### src/rtl/port_ring_arb.sv
// Ring-stop arbiter: merges ring-through traffic and local injection onto
// ring-out with packet-atomic grants and a starvation guard for local.
// PRW_PCC is the low 4 bits of each word; PCC_EOP/PCC_BADEOP mark packet end.
module port_ring_arb #(
    parameter int unsigned rdp_sz     = 64,
    parameter int unsigned starve_lim = 3
) (
    input  logic              clk,
    input  logic              reset,
    input  logic              rin_srdy,
    input  logic [rdp_sz-1:0] rin_data,
    output logic              rin_drdy,
    input  logic              lin_srdy,
    input  logic [rdp_sz-1:0] lin_data,
    output logic              lin_drdy,
    output logic              rout_srdy,
    output logic [rdp_sz-1:0] rout_data,
    input  logic              rout_drdy,
    output logic [1:0]        owner,
    output logic [3:0]        starve_cnt
);

    localparam logic [3:0] PCC_EOP    = 4'h1;
    localparam logic [3:0] PCC_BADEOP = 4'h2;
    localparam logic [3:0] LIM        = 4'(starve_lim);

    typedef enum logic [2:0] {
        IDLE  = 3'b001,
        RING  = 3'b010,
        LOCAL = 3'b100
    } state_t;

    state_t state;
    logic   sel_ring;
    logic   sel_local;
    logic   rin_eop;
    logic   lin_eop;
    logic   ring_xfer;
    logic   local_xfer;

    assign rin_eop = (rin_data[3:0] == PCC_EOP) || (rin_data[3:0] == PCC_BADEOP);
    assign lin_eop = (lin_data[3:0] == PCC_EOP) || (lin_data[3:0] == PCC_BADEOP);

    // Source selection: decided live in IDLE so the winner's first word passes with no bubble
    always_comb begin
        sel_ring  = 1'b0;
        sel_local = 1'b0;
        case (state)
            IDLE: begin
                if (rin_srdy && (!lin_srdy || (starve_cnt < LIM)))
                    sel_ring = 1'b1;
                else if (lin_srdy)
                    sel_local = 1'b1;
            end
            RING:    sel_ring  = 1'b1;
            LOCAL:   sel_local = 1'b1;
            default: ;
        endcase
    end

    // Datapath steering; reset gates the handshakes off immediately
    always_comb begin
        rout_srdy = 1'b0;
        rout_data = '0;
        rin_drdy  = 1'b0;
        lin_drdy  = 1'b0;
        if (reset) begin
            if (sel_ring) begin
                rout_srdy = rin_srdy;
                rin_drdy  = rout_drdy;
                if (rin_srdy)
                    rout_data = rin_data;
            end else if (sel_local) begin
                rout_srdy = lin_srdy;
                lin_drdy  = rout_drdy;
                if (lin_srdy)
                    rout_data = lin_data;
            end
        end
    end

    assign ring_xfer  = sel_ring  && rin_srdy && rout_drdy;
    assign local_xfer = sel_local && lin_srdy && rout_drdy;

    // Grant state and local-starvation counter
    always_ff @(posedge clk or negedge reset) begin
        if (!reset) begin
            state      <= IDLE;
            starve_cnt <= '0;
        end else begin
            case (state)
                IDLE: begin
                    if (ring_xfer) begin
                        if (!rin_eop)
                            state <= RING;
                        if (lin_srdy && (starve_cnt < LIM))
                            starve_cnt <= starve_cnt + 4'd1;
                    end else if (local_xfer) begin
                        if (!lin_eop)
                            state <= LOCAL;
                        starve_cnt <= '0;
                    end
                end
                RING: begin
                    if (ring_xfer && rin_eop)
                        state <= IDLE;
                end
                LOCAL: begin
                    if (local_xfer && lin_eop)
                        state <= IDLE;
                end
                default: state <= IDLE;
            endcase
        end
    end

    // Owner is a pure decode of the state register
    always_comb begin
        case (state)
            RING:    owner = 2'd1;
            LOCAL:   owner = 2'd2;
            default: owner = 2'd0;
        endcase
    end

endmodule

### config.mk
export PLATFORM = sky130hd
export DESIGN_NAME = port_ring_arb
export DESIGN_NICKNAME = d
export VERILOG_FILES = /design/src/rtl/port_ring_arb.sv
export SDC_FILE = /design/constraint.sdc
export NUM_CORES = 1
export LEC_CHECK = 0
export CAP_MARGIN = 10
export CORE_MARGIN = 1.5
export CORE_UTILIZATION = 27
export CTS_BUF_LIST = sky130_fd_sc_hd__clkbuf_8
export CTS_CLUSTER_DIAMETER = 150
export DETAILED_ROUTE_END_ITERATION = 12
export PLACE_DENSITY = 0.83
export SLEW_MARGIN = 5
export SYNTH_ARGS = -nofsm -noshare
export SYNTH_HDL_FRONTEND = slang
export SYNTH_SLANG_ARGS = --single-unit
### constraint.sdc
create_clock -name clk -period 3.38 [get_ports clk]
set_clock_uncertainty 0.15 [all_clocks]
set_input_delay 0.676 -clock clk [delete_from_list [all_inputs] [get_ports clk]]
set_output_delay 0.676 -clock clk [all_outputs]
set_load 0.02 [all_outputs]
### After elaboration in Yosys (flattened, before gate mapping)

Cells that the tools add are included.

* register bits after elaboration: 7
* bits of input ports: 133
* output and inout port bits: 73
* logic and storage cells: 61

* add/sub/neg operators: 1
* magnitude comparators: 1
* equal/unequal tests: 13
* muxes and demuxes: 29
* reductions and logical operators: 15

Operators with widths (number)
* two-way mux 64 bit: 5
* two-way mux 3 bit: 6
* two-way mux 4 bit: 3
* two-way mux 1 bit: 11
* inequality test 3 bit (second input constant): 3
* case mux 3 bit (3 select lines): 1
* == test 4 x 1 -> 1 bit (second input constant): 2
* == test 4 x 2 -> 1 bit (second input constant): 2
* logical AND 1 bit: 8
* AND reduction 5 bit: 1
* adder 4 x 1 -> 4 bit (second input constant): 1
* less-than comparator 4 x 2 -> 1 bit (second input constant): 1
* inequality test 2 bit (second input constant): 2
* case mux 1 bit (2 select lines): 2
* case mux 2 bit (2 select lines): 1
* == test 3 x 1 -> 1 bit (second input constant): 1
* == test 3 x 2 -> 1 bit (second input constant): 1
* == test 3 bit (second input constant): 1
* logical OR 1 bit: 3
* AND reduction 3 bit: 1
* inequality test 2 x 1 -> 1 bit (second input constant): 1
* nonzero test 2 bit: 1
* zero test 1 bit: 1

### Depth between registers and ports, before layout

* depth in word-level cells: 10
* mapped depth: 8
* gate-level depth less buffers: 5

### Worst setup path after synthesis

OpenSTA, ideal clock, no wires.

* path type: register to output
* start point: register starve_cnt[0]
* end point: output rout_data[27]
* arrival: 2.195 ns
* data required time: 2.554 ns
* path slack: 0.359 ns
* stages on the path, launching flop included: 8
* buffers on the path: 2
* cell sequence: dfrtp_1 > ha_1 > or3_1 > a311oi_1 > buf_2 > buf_2 > a32oi_1 > nor2b_1

* word-level cells in the longest chain between the ends: 8
* elaborated cells between the ends (all ways): 10
* classes of those cells: order compare: 1; mux: 7; reduce/logical: 2

RTL lines
* start, declared: RTL line 20 `output logic [3:0] starve_cnt`
* start signal, assigned: RTL line 97 `starve_cnt <= starve_cnt + 4'd1;`
* less-than comparator 4 x 2 -> 1 bit (*): RTL line 50 `if (rin_srdy && (!lin_srdy || (starve_cnt < LIM)))`
* logical OR 1 bit (*): RTL line 50
* logical AND 1 bit (*): RTL line 50
* two-way mux 1 bit: RTL line 50
* case mux 1 bit (2 select lines): RTL line 48 `case (state)`
* two-way mux 64 bit: RTL line 73 `end else if (sel_local) begin`
* two-way mux 64 bit (*): RTL line 68 `if (sel_ring) begin`
* two-way mux 64 bit (*): RTL line 67 `if (reset) begin`
* end, declared: RTL line 17 `output logic [rdp_sz-1:0] rout_data,`

Mark *: on every way between the ends. The rest lies on a longest branch, timed or not.

### Final worst setup path

* start point: input rin_srdy
* end point: output rout_data[11]

* word-level cells in the longest chain between the ends: 6
* elaborated cells between the ends (all ways): 9
* classes of those cells: mux: 8; reduce/logical: 1

RTL lines
* start, declared: RTL line 10 `input logic rin_srdy,`
* logical AND 1 bit: RTL line 50
* two-way mux 1 bit: RTL line 50
* case mux 1 bit (2 select lines): RTL line 48
* two-way mux 64 bit: RTL line 73
* two-way mux 64 bit (*): RTL line 68
* two-way mux 64 bit (*): RTL line 67

Marks and branches as above.

==> flow_summary.ini <==
[power]
p_sw_mw = 1.08
clkPwrFrac = 0.056
comb_power_share = 0.884
peakVddDrop_uv = 273
p_sw_frac = 0.512
internal-power_mw = 1.03
seqPwrFrac = 0.060
p_leak_nw = 1.46
powerDensity_nw_per_um2 = 546

[final_layout]
final_area_sq_um = 3870
antenna-diode-count = 0
fillCellCount = 530
area_growth_pct = 128
fin_nets = 557
drive_above_1_share = 0.114

[route]
top_layer_used = met4
ant_nets = 0
wl_mm = 8.89
drc = 0
num_vias = 2718
drt-pass1-iter-count = 4
dr_wl_met2_mm = 4.76
met1_length_mm = 3.41
wire_per_inst_microns = 17.9
met3_length_microns = 565
drt_iter0_drc = 103
vias_per_cell = 5.47

[clocking]
cts-root-buf = clkbuf_8
htreeDepth = 1
cts_tree = built
clockBufferDepth = 2
hold_buffers = 0
clk_pin_slew_ns = 0.04
cts_made_buffers = 3
clk_latency_ns = 0.23
clock_sinks = 7

[setup_path]
required_ns = 2.55
r2r-end = starve_cnt[3]
path_delay_family = buffers and inverters
reg2reg_depth = 5
start_kind = input port
timing.rr.start = state[0]
critPathBufInv = 4
path_class = input port to output port
crit_path_start = rin_srdy
critPathMaxFanout = 23
slowest_stage = clkdlybuf4s50_1
cp-end-kind = output port
max_stage_delay_ns = 0.51
path_cells = clkdlybuf4s50_1, nand2b_1, a311oi_4, buf_4, clkbuf_16, a32oi_1, nor2b_1, clkdlybuf4s15_1
r2r_slack_ns = 1.26
arrival_ns = 2.47

[sta]
setup_viol = 0
finalWorstSetupSlack_ns = 0.0815
worst_slew_pin_slew_ns = 0.565
hold_viol = 0
period_share = 0.976
max_freq_mhz = 303
fin_crit_ns = 3.30
fin_setup_tns_ns = 0
hold-worst-slack_ns = 0.259
max_slew_margin = 0.618
report.final.slew_viol_count = 0

[logic_synthesis]
synth.avg_cell_area_sq_um = 7.47
seq_area_frac_synth = 0.104
syn_inst = 227
synth_nets = 361
synth.top_cell.area_share = 0.331
synth.largest_area_cell = a32oi_1
synthDistinctLibCells = 38
synth-seq-cells = 7
synth_warnings = 0
syn_area_sq_um = 1700
synth_area_leaders = a32oi_1, nor2b_1, dfrtp_1

[hold_path]
min_path_type = input port to async pin

[global_routing]
grt_pass1_vias = 2518
grt_max_degree = 74
gr-total-overflow = 0
grt_pass1_wl_mm = 12.3
grt_usage = 0.231
antenna_found_initial = 0

[die]
dieArea_sq_um = 6760
pin_count = 206
die_h_microns = 82.2
core_sq_um = 5990
rows = 28
initial_core_util = 0.283
die_w_microns = 82.2

[job]
cap_viol_max_count = 0

[placement]
dpl_cell_area_sq_um = 3880
detailedPlace.worstSlack_ns = -0.235
hpwl_mm = 6.65
place_congestion = 0.884
numPortBuffers = 205

[status]
status = complete, no violations
-- worst max-delay path by stage --
stage / slack, ns / endpoint / depth (start not counted)
2_1_floorplan: 0.36 / rout_data[27] / 7
3_3_place_gp: -0.17 / rout_data[57] / 7
3_5_place_dp: -0.23 / rout_data[38] / 7
4_1_cts: 0.06 / rout_data[13] / 7
5_1_grt: -0.003 / rout_data[27] / 8
6_report: 0.08 / rout_data[11] / 8
-- stage by stage --
step                      power [mW]   util  std cells
after floorplan                 1.22      -        227
final                           2.11  0.645        497
after global placement          2.00  0.647        491
after global routing            2.25  0.645        497
after CTS                       2.05  0.642        495
after detailed placement        2.04  0.647        491
-- registers in the layout (all words and copies together) (netlist names) --
name,flops
state,3
starve_cnt,4
-- layout make-up --
cell class | instances | area [sq um] | share of cell area
Timing Repair Buffer | 224 | 2160 | 0.559
Multi-Input combinational cell | 183 | 1380 | 0.356
Sequential cell | 7 | 176 | 0.0456
Tap cell | 75 | 93.8 | 0.0243
Clock buffer | 3 | 41.3 | 0.0107
Inverter | 4 | 15.0 | 0.00388
Clock inverter | 1 | 3.75 | 0.000971
-- layout by cell type, fill, tap and decap left out, types with 2 or more instances in the layout --
| master | count |
|---|---|
| buf_4 | 15 |
| clkbuf_8 | 3 |
| o41ai_1 | 2 |
| nor3b_1 | 2 |
| xnor2_1 | 2 |
| nor2_1 | 7 |
| a31oi_1 | 8 |
| a32oi_1 | 63 |
| inv_1 | 5 |
| nand2_1 | 5 |
| buf_2 | 2 |
| buf_12 | 5 |
| clkbuf_2 | 15 |
| clkdlybuf4s50_1 | 138 |
| nand2b_1 | 2 |
| a21oi_1 | 2 |
| nor2b_1 | 66 |
| dfrtp_1 | 6 |
| dlygate4sd2_1 | 20 |
| clkdlybuf4s15_1 | 27 |
-- routing by layer --
layer | global-route usage | vias up
met3 | 0.0473 | 13
met5 | 0 | -
li1 | - | 1295
met4 | 0.0610 | 0
met1 | 0.267 | 1296
met2 | 0.428 | 114
-- synth_stat cells --
cell type / instances
a2111oi_0: 1
a21boi_1: 1
a21oi_1: 2
a22oi_1: 1
a2bb2oi_1: 1
a311oi_1: 2
a31oi_1: 8
a32oi_1: 64
a41oi_1: 1
and2_1: 1
buf_2: 12
buf_6: 2
clkbuf_1: 19
dfrtp_1: 6
dfstp_2: 1
ha_1: 1
inv_1: 4
nand2_1: 5
nand2b_1: 2
nor2_1: 7
nor2b_1: 66
nor3b_1: 2
nor3b_2: 1
nor4b_1: 1
nor4b_2: 1
o21ai_0: 1
o21ai_1: 1
o21bai_4: 1
o2bb2ai_1: 1
o31a_1: 1
o31ai_1: 1
o32a_1: 1
o41ai_1: 2
or3_1: 1
or3b_1: 1
or4_1: 1
xnor2_1: 2
xor2_1: 1
-- what timing repair did --
item	in CTS	in global routing
setup endpoints to repair	62	44
setup buffers	0	1
hold endpoints to repair	0	0
cloned	0	1
pin swaps	0	1
gates resized for setup	63	58
-- power by group through the flow --
stage / clock (mW) / sequential, mW / combinational (mW)
2_1_floorplan: 0 / 0.142 / 1.07
3_3_place_gp: 0 / 0.125 / 1.87
3_5_place_dp: 0 / 0.127 / 1.91
4_1_cts: 0.120 / 0.127 / 1.80
5_1_grt: 0.122 / 0.131 / 2.00
6_report: 0.119 / 0.126 / 1.87
-- cells by family after synthesis --
| kind of cell | after synthesis | synth area share |
|---|---|---|
| AOI/OAI and AO/OA | 90 | 0.449 |
| and+or+nand+nor | 89 | 0.325 |
| buffers and inverters | 37 | 0.0996 |
| DFF | 7 | 0.104 |
| xor gates and xnor gates | 3 | 0.0155 |
| adders and majority gates | 1 | 0.00738 |
No activity file was read; power rests on OpenSTA's default activity.
